$ cat config.mk
export PLATFORM = sky130hd
export DESIGN_NAME = fetch_unit
export DESIGN_NICKNAME = d
export VERILOG_FILES = /design/src/rtl/fetch_unit_pkg.sv /design/src/rtl/fetch_fifo.sv /design/src/rtl/fetch_unit.sv
export SDC_FILE = /design/constraint.sdc
export NUM_CORES = 1
export LEC_CHECK = 0
export BUFFER_PORTS_ARGS = -buffer_cell sky130_fd_sc_hd__buf_2
export CORE_ASPECT_RATIO = 0.7
export CORE_MARGIN = 1.5
export CORE_UTILIZATION = 55
export DETAILED_ROUTE_END_ITERATION = 8
export HOLD_SLACK_MARGIN = 0.08
export PLACE_DENSITY_LB_ADDON = 0.25
export SYNTH_ARGS = -nofsm -noshare
export SYNTH_HDL_FRONTEND = slang
export SYNTH_HIERARCHICAL = 1
export SYNTH_SLANG_ARGS = --single-unit
export TNS_END_PERCENT = 30
$ cat constraint.sdc
create_clock -name clk -period 15.1 [get_ports clk]
set_clock_uncertainty 0.15 [all_clocks]
set_input_delay 0.755 -clock clk [delete_from_list [all_inputs] [get_ports clk]]
set_output_delay 0.755 -clock clk [all_outputs]
set_load 0.01 [all_outputs]
$ cat src/rtl/fetch_unit_pkg.sv
// Fetch unit shared types and constants.
// Optional event counters are enabled with FETCH_STATS_EN.
package fetch_unit_pkg;

  localparam int INST_WIDTH = 32;
  localparam int ADDR_WIDTH = 64;
  localparam int PC_STEP    = 4;

  typedef enum logic [1:0] {
    IDLE  = 2'd0,
    FETCH = 2'd1,
    FLUSH = 2'd2
  } fetch_state_e;

  typedef struct packed {
    logic [ADDR_WIDTH-1:0] pc;
    logic [INST_WIDTH-1:0] inst;
  } fetch_entry_t;

endpackage

$ cat src/rtl/fetch_fifo.sv
// Instruction buffer holding {pc, inst} entries.
// Flush empties the buffer and wins over push and pop.
module fetch_fifo
  import fetch_unit_pkg::*;
#(
  parameter int DEPTH = 2,
  parameter int CW    = $clog2(DEPTH + 1)
) (
  input  logic         clk,
  input  logic         reset,
  input  logic         flush,
  input  logic         push,
  input  logic         pop,
  input  fetch_entry_t push_data,
  output fetch_entry_t head,
  output logic         empty,
  output logic [CW-1:0] count
);

  localparam int PW = $clog2(DEPTH);
  localparam logic [PW-1:0] LAST = PW'(DEPTH - 1);
  localparam logic [CW-1:0] FULL = CW'(DEPTH);

  fetch_entry_t  mem [DEPTH];
  logic [PW-1:0] rd_ptr;
  logic [PW-1:0] wr_ptr;
  logic          do_push;
  logic          do_pop;

  assign empty   = (count == '0);
  assign do_pop  = pop && !empty && !flush;
  assign do_push = push && !flush &&
                   ((count < FULL) || do_pop);
  assign head    = empty ? '0 : mem[rd_ptr];

  // store the pushed entry at the tail
  always_ff @(posedge clk) begin
    if (do_push) begin
      mem[wr_ptr] <= push_data;
    end
  end

  // advance pointers and track occupancy
  always_ff @(posedge clk) begin
    if (reset || flush) begin
      rd_ptr <= '0;
      wr_ptr <= '0;
      count  <= '0;
    end else begin
      if (do_push) begin
        wr_ptr <= (wr_ptr == LAST) ? '0 : wr_ptr + 1'b1;
      end
      if (do_pop) begin
        rd_ptr <= (rd_ptr == LAST) ? '0 : rd_ptr + 1'b1;
      end
      if (do_push && !do_pop) begin
        count <= count + 1'b1;
      end else if (do_pop && !do_push) begin
        count <= count - 1'b1;
      end
    end
  end

endmodule

$ cat src/rtl/fetch_unit.sv
// Instruction fetch: issues sequential requests, buffers replies.
// Define FETCH_STATS_EN to add stat_fetched/stat_flushes counters.
module fetch_unit
  import fetch_unit_pkg::*;
#(
  parameter logic [63:0] RESET_PC  = 64'h0,
  parameter int          BUF_DEPTH = 2
) (
  input  logic        clk,
  input  logic        reset,
  output logic        imem_req_valid,
  input  logic        imem_req_ready,
  output logic [63:0] imem_addr,
  input  logic        imem_rsp_valid,
  input  logic [31:0] imem_rsp_data,
  input  logic        redirect_valid,
  input  logic [63:0] redirect_pc,
  output logic        inst_valid,
  input  logic        inst_ready,
  output logic [31:0] inst,
  output logic [63:0] inst_pc
`ifdef FETCH_STATS_EN
  ,
  output logic [31:0] stat_fetched,
  output logic [31:0] stat_flushes
`endif
);

  localparam int CW = $clog2(BUF_DEPTH + 1);
  localparam int SW = CW + 1;

  fetch_state_e         state;
  logic [ADDR_WIDTH-1:0] pc;
  logic [ADDR_WIDTH-1:0] target;
  logic [ADDR_WIDTH-1:0] rsp_pc;
  logic [CW-1:0]        outstanding;
  logic [CW-1:0]        out_next;
  logic [CW-1:0]        occupancy;
  logic                 in_fetch;
  logic                 req_fire;
  logic                 rsp_take;
  logic                 push;
  logic                 pop;
  logic                 flush;
  logic                 buf_empty;
  fetch_entry_t         rsp_entry;
  fetch_entry_t         head;

  assign in_fetch  = (state == FETCH);
  assign target    = redirect_pc & ~64'h3;
  assign imem_addr = pc;

  assign imem_req_valid = in_fetch &&
    ((SW'(outstanding) + SW'(occupancy)) <
     SW'(BUF_DEPTH));

  assign req_fire = imem_req_valid && imem_req_ready;
  assign rsp_take = imem_rsp_valid && (outstanding != '0);
  assign out_next = outstanding + CW'(req_fire)
                  - CW'(rsp_take);

  // in-flight requests are contiguous and end just below pc
  assign rsp_pc = pc - ADDR_WIDTH'(outstanding)
                     * ADDR_WIDTH'(PC_STEP);

  assign rsp_entry = '{pc: rsp_pc, inst: imem_rsp_data};

  assign flush = redirect_valid && (state != IDLE);
  assign push  = in_fetch && rsp_take && !redirect_valid;
  assign pop   = inst_valid && inst_ready && !redirect_valid;

  assign inst_valid = in_fetch && !buf_empty;
  assign inst       = head.inst;
  assign inst_pc    = head.pc;

  fetch_fifo #(
    .DEPTH (BUF_DEPTH),
    .CW    (CW)
  ) u_fifo (
    .clk       (clk),
    .reset     (reset),
    .flush     (flush),
    .push      (push),
    .pop       (pop),
    .push_data (rsp_entry),
    .head      (head),
    .empty     (buf_empty),
    .count     (occupancy)
  );

  // control FSM with pc and in-flight request count
  always_ff @(posedge clk) begin
    if (reset) begin
      state       <= IDLE;
      pc          <= RESET_PC;
      outstanding <= '0;
    end else begin
      outstanding <= out_next;
      unique case (state)
        IDLE: begin
          state <= FETCH;
        end
        FETCH: begin
          if (redirect_valid) begin
            pc    <= target;
            state <= (out_next != '0) ? FLUSH : FETCH;
          end else if (req_fire) begin
            pc <= pc + ADDR_WIDTH'(PC_STEP);
          end
        end
        FLUSH: begin
          if (redirect_valid) begin
            pc <= target;
          end else if (out_next == '0) begin
            state <= FETCH;
          end
        end
        default: begin
          state <= IDLE;
        end
      endcase
    end
  end

`ifdef FETCH_STATS_EN
  // count consumed instructions and redirects
  always_ff @(posedge clk) begin
    if (reset) begin
      stat_fetched <= '0;
      stat_flushes <= '0;
    end else begin
      if (pop) begin
        stat_fetched <= stat_fetched + 1'b1;
      end
      if (flush) begin
        stat_flushes <= stat_flushes + 1'b1;
      end
    end
  end
`endif

endmodule

## Word level (Yosys, flattened, before mapping)

Memory sizes are Yosys's and may differ from the RTL's. A register that Yosys moved wholly into a read port is not among the register bits.
Index checks and enable logic that the tools add are counted.

| storage, ports and cells | value |
|---|---|
| register bits after elaboration | 72 |
| RAM bits | 192 |
| bits of input ports | 102 |
| output and inout port bits | 162 |
| word-level logic and storage cells | 75 |
| memories kept | 1 |

| operators by class | value |
|---|---|
| $add $sub $neg | 9 |
| magnitude comparators | 2 |
| equality and inequality tests | 7 |
| multiplexer cells | 18 |
| reductions and logical operators | 32 |

Memory list:

| name | words | width | rd ports | clocked after memory_dff | wr ports | RTL line | text |
|---|---|---|---|---|---|---|---|
| u_fifo.mem | 2 | 96 | 1 | 1 | 1 | fetch_fifo.sv:24 | `fetch_entry_t mem [DEPTH];` |

Operators with widths:

| kind | number |
|---|---|
| two-way mux 64 bit | 3 |
| one-hot mux 64 bit (2 select lines) | 1 |
| two-way mux 96 bit | 1 |
| adder 64 x 3 -> 64 bit, second input constant | 1 |
| subtractor 64 x 4 -> 64 bit | 1 |
| logical AND 1 bit | 15 |
| two-way mux 2 bit | 6 |
| nonzero test 2 bit | 5 |
| inequality test 2 bit, second input constant | 4 |
| zero test 2 bit | 3 |
| two-way mux 1 bit | 6 |
| one-hot mux 2 bit (3 select lines) | 1 |
| AND reduction 3 bit | 2 |
| zero test 1 bit | 5 |
| adder 2 x 2 -> 3 bit | 1 |
| < comparator 3 x 2 -> 1 bit, second input constant | 1 |
| inequality test 3 x 2 -> 1 bit, second input constant | 1 |
| adder 1 bit, second input constant | 2 |
| adder 2 x 1 -> 2 bit | 1 |
| adder 2 x 1 -> 2 bit, second input constant | 1 |
| equality test 2 x 1 -> 1 bit, second input constant | 1 |
| equality test 2 bit, second input constant | 1 |
| logical OR 1 bit | 2 |
| < comparator 2 bit, second input constant | 1 |
| 2 further kinds | 2 |

## Depth between registers and ports, before layout

Gate-level depths: netlist (run 1).

| logic depth | value |
|---|---|
| depth after elaboration | 13 |
| mapped depth | 13 |
| depth with buffers taken out | 13 |

## By module

The synthesis (run 1) kept the hierarchy.

By module, submodules not included:

| module | instances | cells an instance | area an instance (um^2) | seq. area each (um^2) |
|---|---|---|---|---|
| fetch_fifo | 1 | 432 | 7487.2 | 5865.6 |
| fetch_unit | 1 | 782 | 5572.8 | 1321.3 |

## Least setup slack after synthesis (run 1)

Ideal clock, no wire load.

| path | value |
|---|---|
| path type | in2reg |
| from | input redirect_valid |
| to | memory u_fifo/mem[0][0] in the netlist's numbering (enable) |
| setup time | 786 ps |
| arrival | 10829 ps |
| required time | 14164 ps |
| path slack | 3334 ps |
| stages | 6 |
| buffers on the path | 3 |
| path through | clkbuf_1 -> inv_1 -> clkbuf_1 -> clkbuf_1 -> nor2_1 -> nor4_1 |

| between the ends | value |
|---|---|
| elaborated cells between the ends (all ways) | 12 |
| classes of those cells | 2 x mux; 10 x reduce/logical |

RTL lines:

| what | RTL line | text |
|---|---|---|
| start: declaration | fetch_unit.sv:16 | `input logic redirect_valid,` |
| logical AND 1 bit * | fetch_unit.sv:68 | `assign flush = redirect_valid && (state != IDLE);` |
| net flush | fetch_unit.sv:44 | `logic flush;` |
| zero test 1 bit * | fetch_fifo.sv:31, fetch_fifo.sv:32 |  |
| logical AND 1 bit | fetch_fifo.sv:31 | `assign do_pop = pop && !empty && !flush;` |
| logical OR 1 bit | fetch_fifo.sv:33 | `((count < FULL) \|\| do_pop);` |
| logical AND 1 bit * | fetch_fifo.sv:32 | `assign do_push = push && !flush &&` |
| two-way mux 1 bit * | fetch_fifo.sv:38 | `if (do_push) begin` |
| two-way mux 1 bit (not written as such) * | fetch_fifo.sv:39 | `mem[wr_ptr] <= push_data;` |
| end: declaration | fetch_fifo.sv:24 |  |

The timed path passes the listed nets; every way through them passes the cells marked *.

## Worst setup path after layout (run 1)

| path | value |
|---|---|
| from | register pc[2], in the netlist imem_addr[2] |
| to | memory u_fifo/mem[0][70] in the netlist's numbering, data pin |

| between the ends | value |
|---|---|
| cells in the longest elaborated chain, start to end | 1 |

RTL lines:

| what | RTL line | text |
|---|---|---|
| start: declaration | fetch_unit.sv:33 | `logic [ADDR_WIDTH-1:0] pc;` |
| start signal: assignment | fetch_unit.sv:105 | `pc <= target;` |
| start signal: assignment | fetch_unit.sv:108 | `pc <= pc + ADDR_WIDTH'(PC_STEP);` |
| start signal: assignment | fetch_unit.sv:113 | `pc <= target;` |
| subtractor 64 x 4 -> 64 bit | fetch_unit.sv:63 | `assign rsp_pc = pc - ADDR_WIDTH'(outstanding)` |
| net rsp_pc[38] | fetch_unit.sv:35 | `logic [ADDR_WIDTH-1:0] rsp_pc;` |

The timed path passes the listed nets, and every way through them passes these cells.

==> flow_summary.yaml, run 1 <==
clock_network:
  cts_tree: "built"
  h-tree-depth: 1
  cts_resized: 0
  clkTransAtPathRegs_ns: 0.06
  cts_root_buf: "clkbuf_16"
  cts.path.max_buffers: 3
  cts_buffers: 26
  clock_sinks: 263
  ctsHoldBuffers: 0
  cts_setup_buffers: 0
  insertion_delay_ns: 0.54
critical_path:
  crit_type: "reg2reg"
  crit_chain: "inv_1 > ha_1 > inv_1 > fa_1 > or4_1 > or4_1 > nor2_2 > nand2_1 > or4_1 > xnor2_1"
  crit_arrival_ns: 4.02
  crit_required_ns: 15.22
  timing.rr.start: "imem_addr[2]$_SDFFE_PP0P_"
  cp-start-kind: "flop"
  worstSetupEndpointType: "flop"
  rr_endpoint: "u_fifo/mem[0][70]$_DFFE_PP_"
  crit_buf_inv: 2
  critical_path.slowest_cell: "or4_1"
  cpPeakStageDelay_ns: 0.66
  cp_max_fo: 9
  rrSetupSlack_ns: 11.20
  crit_top_cell: "or4_1"
  critical-path-top-delay-family: "simple AND/OR/NAND/NOR gates"
  r2r_cells: 10
status:
  status: "finished clean"
hold_path:
  holdPathStages: 1
  hold_start: "imem_rsp_data[31]"
  min_to: "u_fifo/mem[0][31]$_DFFE_PP_"
  hold_class: "in2reg"
synthesis:
  ys_seq_area_share_pct: 55.0
  muxShareOfSynthArea_pct: 7.59
  synth-seq-cells: 263
  synth.distinct_cells: 68
  synth_top_family_by_area: "simple AND/OR/NAND/NOR gates"
  synthFlopType: "edfxtp_1"
  syn_area_sq_mm: 0.0131
  postSynthCellCount: 1214
  synth_compound_area_share_pct: 9.28
  syn_avg_cell_area_sq_um: 10.8
  synth_xor_xnor_area_share_pct: 4.02
  yosys.area_share.adder_pct: 1.26
  async_flop_share_pct: 0
  synthSimpleGateAreaFrac_pct: 18.5
  yosysWarnings: 6
  synth_edf_count: 192
routing:
  vias_per_cell: 5.97
  drt_iter0_markers: 889
  ant_nets: 0
  route.detailed.drc: 0
  first_pass_iters: 5
  dr_total_vias: 10493
  wl_per_cell_um: 19.8
  wirelength_mm: 34.8
die:
  std_cell_rows: 46
  dieArea_sq_mm: 0.0247
  fp.dieH_um: 132
  core_sq_mm: 0.0230
  pin_count: 264
  start_util_pct: 56.9
  die-width_um: 187
power:
  p_leak_nw: 5.80
  power_density_mw_per_mm2: 164
  vdd_drop_max_v: 0.0000993
cells_and_area:
  seqCellArea_sq_mm: 0.00719
  area_growth_pct: 16.5
  num-fill-cells: 1807
  layout_commonest_cell: "buf_2"
  fin_cells: 1759
  most-common-layout-cells: "buf_2, nor2_1, edfxtp_1, mux2i_1, dfxtp_1"
  layout-drive-gt1-share_pct: 23.6
  diodes: 0
  multiInputGateArea_sq_mm: 0.00536
  nets: 1541
grt:
  track_usage_pct: 27.6
  grt_overflow: 0
  grt_pass1_wl_mm: 54.3
  grt_max_degree: 74
  grt_pass1_vias: 9745
  antenna_found_initial: 0
sta:
  fmax_mhz: 257
  whs_ns: 0.253
  worst_slew_pin_slew_ns: 0.981
  slew_violations: 0
  grt_setup_unrepaired: "false"
  period_needed_ns: 3.90
  hold_violations: 0
  relSlewSlack_pct: 34.4
  fin_crit_sh_pct: 25.8
  setup_viol: 0
  setup_ws_ns: 11.20
  tns_ns: 0
placement:
  gp_congestion: 0.867
  port_buffers: 259
  place_ws_ns: 11.03
  dp_hpwl_mm: 23.7
  dp.cells: 1711
run:
  drv_cap: 0
-- per-stage QoR --
step	cell area (sq um)	power [mW]	utilization, %
5_1_grt	15200	2.61	66.3
2_1_floorplan	13100	1.61	-
3_3_place_gp	14400	1.85	62.9
4_1_cts	15200	2.48	66.3
6_report	15200	2.49	66.3
3_5_place_dp	14400	1.88	62.9
-- layout make-up --
| type | instances | area share [%] |
|---|---|---|
| inverters | 20 | 0.493 |
| multi-input cells | 841 | 35.2 |
| well taps | 312 | 2.56 |
| flip-flops and latches | 263 | 47.2 |
| clock inverters | 17 | 0.756 |
| repair buffers | 275 | 9.31 |
| clock buffers | 31 | 4.40 |
-- worst max path at each step --
| stage | cells past startpoint | from | end |
|---|---|---|---|
| floorplan | 6 | redirect_valid | u_fifo/mem[0][0]$_DFFE_PP_ |
| finish | 10 | imem_addr[2]$_SDFFE_PP0P_ | u_fifo/mem[0][70]$_DFFE_PP_ |
| CTS | 10 | imem_addr[2]$_SDFFE_PP0P_ | u_fifo/mem[0][70]$_DFFE_PP_ |
| global route | 10 | imem_addr[2]$_SDFFE_PP0P_ | u_fifo/mem[0][70]$_DFFE_PP_ |
| global placement | 7 | redirect_valid | u_fifo/mem[1][20]$_DFFE_PP_ |
| detailed placement | 7 | redirect_valid | u_fifo/mem[1][18]$_DFFE_PP_ |
-- power by group --
group	leakage, nW	switching (mW)	internal [mW]	total (mW)
clock	0.386	0.269	0.333	0.603
combinational	3.08	0.502	0.303	0.805
sequential	2.33	0.169	0.916	1.08
total	5.80	0.940	1.55	2.49
-- synthesized netlist by cell type, types with 21 or more instances --
master / n / area share, %
mux2i_1: 99 / 7.6
nor3_1: 48 / 1.8
edfxtp_1: 192 / 44
dfxtp_1: 71 / 11
nand2_1: 61 / 1.8
nand3_1: 27 / 1.0
a21oi_1: 44 / 1.7
clkbuf_1: 61 / 1.8
nor4_1: 27 / 1.3
o21ai_0: 32 / 1.2
nor2_1: 196 / 5.6
nand4_1: 21 / 1.0
xor2_1: 40 / 2.7
-- registers in the layout (all words and copies together) (netlist names), named ones only --
signal         count
imem_addr         62
outstanding        2
state              2
u_fifo/count       2
u_fifo/mem       192
u_fifo/rd_ptr      1
u_fifo/wr_ptr      1
-- worst reg2reg max path: stages, from the launching register on --
cell and delay, ns:
dfxtp_1 0.38, inv_1 0.11, ha_1 0.15, inv_1 0.08, fa_1 0.43, or4_1 0.56
or4_1 0.66, nor2_2 0.27, nand2_1 0.22, or4_1 0.47, xnor2_1 0.15
-- kinds of logic after synthesis --
group / count (synthesis)
AND/OR/NAND/NOR: 481
flip-flops: 263
AO/OA/AOI/OAI: 183
buffers and inverters: 115
multiplexers: 99
XOR/XNOR: 60
adder cells (fa/ha/maj): 12
other: 1
-- metal layers --
layer / vias to the layer above / part of all wire [%] / track usage [%]
li1: 4907 / - / -
met3: 65 / 9.8 / 6.10
met4: 0 / 2.7 / 7.80
met1: 4967 / 43 / 39.5
met2: 554 / 44 / 42.3
met5: - / 0 / 0
Note: power is estimated with default switching activity, not from simulation.
==> run 2: changes to the inputs <==
--- a/config.mk
+++ b/config.mk
@@ -8,7 +8,7 @@
 export BUFFER_PORTS_ARGS = -buffer_cell sky130_fd_sc_hd__buf_2
 export CORE_ASPECT_RATIO = 0.7
 export CORE_MARGIN = 1.5
-export CORE_UTILIZATION = 55
+export CORE_UTILIZATION = 50
 export DETAILED_ROUTE_END_ITERATION = 8
 export HOLD_SLACK_MARGIN = 0.08
 export PLACE_DENSITY_LB_ADDON = 0.25
==> constraint.sdc (replaced) <==
create_clock -name clk -period 3.5 [get_ports clk]
set_clock_uncertainty 0.15 [all_clocks]
set_input_delay 0.175 -clock clk [delete_from_list [all_inputs] [get_ports clk]]
set_output_delay 0.175 -clock clk [all_outputs]
set_load 0.01 [all_outputs]
==> flow_summary.yaml, run 2 (synthesis gave the netlist of run 1 again) <==
hold_path:
  hold_class: "in2reg"
  hold_start: "imem_req_ready"
  holdPathStages: 5
  min_to: "outstanding[1]$_SDFF_PP0_"
critical_path:
  critical_path.slowest_cell: "or4_1"
  crit_required_ns: 3.80
  cp-start-kind: "flop"
  r2r_cells: 7
  worstSetupEndpointType: "flop"
  timing.rr.start: "imem_addr[20]$_SDFFE_PP0P_"
  crit_arrival_ns: 3.70
  crit_chain: "nand4_1 > or4_1 > or4_1 > o31a_1 > o221ai_1 > a21oi_1 > dlygate4sd3_1"
  cp_max_fo: 9
  cpPeakStageDelay_ns: 0.66
  rrSetupSlack_ns: 0.1
  rr_endpoint: "imem_addr[61]$_SDFFE_PP0P_"
  crit_type: "reg2reg"
  crit_top_cell: "or4_1"
power:
  power_density_mw_per_mm2: 687
  vdd_drop_max_v: 0.000448
  p_leak_nw: 6.44
die:
  core_sq_mm: 0.0257
  std_cell_rows: 49
  dieArea_sq_mm: 0.0271
  pin_count: 264
  fp.dieH_um: 138
  start_util_pct: 50.8
  die-width_um: 196
routing:
  vias_per_cell: 5.78
  dr_total_vias: 11055
  ant_nets: 0
  highest_layer: "met4"
  wl_met3_mm: 3.44
  first_pass_iters: 7
  m1WireLength_mm: 16.8
  drt_iter0_markers: 990
  route.detailed.drc: 0
  wirelength_mm: 38.2
  dr_wl_met2_mm: 16.9
  wl_per_cell_um: 20.0
sta:
  whs_ns: 0.0916
  fin_crit_sh_pct: 97.2
  hold_violations: 0
  relSlewSlack_pct: 47.9
  grt_setup_unrepaired: "false"
  worst_slew_pin_slew_ns: 0.781
  period_needed_ns: 3.40
  fmax_mhz: 294
  slew_violations: 0
  setup_viol: 0
  tns_ns: 0
clock_network:
  cts.path.max_buffers: 3
  clkTransAtPathRegs_ns: 0.07
  h-tree-depth: 1
  cts_tree: "built"
  clock_sinks: 263
  cts_root_buf: "clkbuf_16"
  cts_buffers: 27
  insertion_delay_ns: 0.56
placement:
  gp_congestion: 0.871
  port_buffers: 259
  dp_hpwl_mm: 25.9
grt:
  grt_pass1_vias: 10802
  grt_overflow: 0
  grt_pass1_wl_mm: 59.6
  antenna_found_initial: 0
  grt_max_degree: 62
  track_usage_pct: 27.7
cells_and_area:
  post-route-util_pct: 65.0
  most-common-layout-cells: "buf_2, nor2_1, edfxtp_1, mux2i_1, dlygate4sd3_1"
  nets: 1673
  layout-drive-gt1-share_pct: 24.6
  diodes: 0
  largest_reg_flops: 192
  layout_commonest_cell: "buf_2"
  area_growth_pct: 27.9
  top_register: "u_fifo/mem"
status:
  status: "finished clean"
run:
  drv_cap: 0
## run 2: cell types whose count changed in the layout (fill, tap and decap cells not counted), moves of 4 or more
cell           before  now
dfxtp_2             0    4
clkbuf_1            5   10
dfxtp_1            70   64
dlygate4sd3_1       0   99
buf_4              16   44
buf_12              0    4
clkinv_2            7    2
## run 2: worst max path at each step
stage                                       startpoint                     endpoint  slack [ns]  cells past startpoint
after floorplan           u_fifo/count[0]$_SDFFE_PP0P_   u_fifo/mem[0][0]$_DFFE_PP_       -1.10                      5
after global placement       outstanding[0]$_SDFF_PP0_  u_fifo/mem[1][70]$_DFFE_PP_        0.18                      9
after detailed placement     outstanding[0]$_SDFF_PP0_  u_fifo/mem[1][70]$_DFFE_PP_        0.06                      9
after CTS                    outstanding[0]$_SDFF_PP0_  u_fifo/mem[1][70]$_DFFE_PP_        0.05                      9
after global routing        imem_addr[20]$_SDFFE_PP0P_   imem_addr[61]$_SDFFE_PP0P_       0.008                      7
final                       imem_addr[20]$_SDFFE_PP0P_   imem_addr[61]$_SDFFE_PP0P_         0.1                      7
## run 2: report_power, final
group / switching (mW) / internal, mW / total (mW)
Sequential: 0.554 / 3.95 / 4.51
Combinational: 2.45 / 1.55 / 4.01
Clock: 1.22 / 1.73 / 2.95
Total: 4.23 / 7.23 / 11.5
## run 2: critical path, delay by kind of cell (launching register included)
family,cells,cell delay [ns]
and+or+nand+nor,3,1.51
AOI/OAI and AO/OA,3,0.58
DFF,1,0.48
buffers and inverters,1,0.59
## run 2: area by class of cell
type / count / area [sq um]
Clock buffer: 37 / 713
Inverter: 20 / 77.6
Clock inverter: 13 / 180
Fill cell: 1954 / 8990
Multi-Input combinational cell: 841 / 5420
Sequential cell: 263 / 7200
Timing Repair Buffer: 406 / 2700
Tap cell: 331 / 414
## run 2: timing repair
| action | CTS | global route |
|---|---|---|
| endpoints found under the setup margin | 0 | 23 |
| hold buffers | 99 | 0 |
| resized for setup | 0 | 8 |
| hold endpoints to repair | 128 | 0 |
| buffers inserted | 0 | 0 |
## run 2: routing by layer
layer  up-vias  global-route usage (%)
met5         -                       0
met4         0                    8.26
met3        85                    5.66
met2       536                    43.1
met1      5259                    39.4
li1       5175                       -
## run 2: metrics by stage
stage	cells	power [mW]	setup WS (ns)	area (sq um)
after floorplan	1219	6.95	-1.10	13200
after global placement	1762	8.27	0.179	14800
after detailed placement	1762	8.36	0.0567	14800
after CTS	1911	11.4	0.0504	16700
after global routing	1911	12.0	0.00763	16700
final	1911	11.5	0.0979	16700
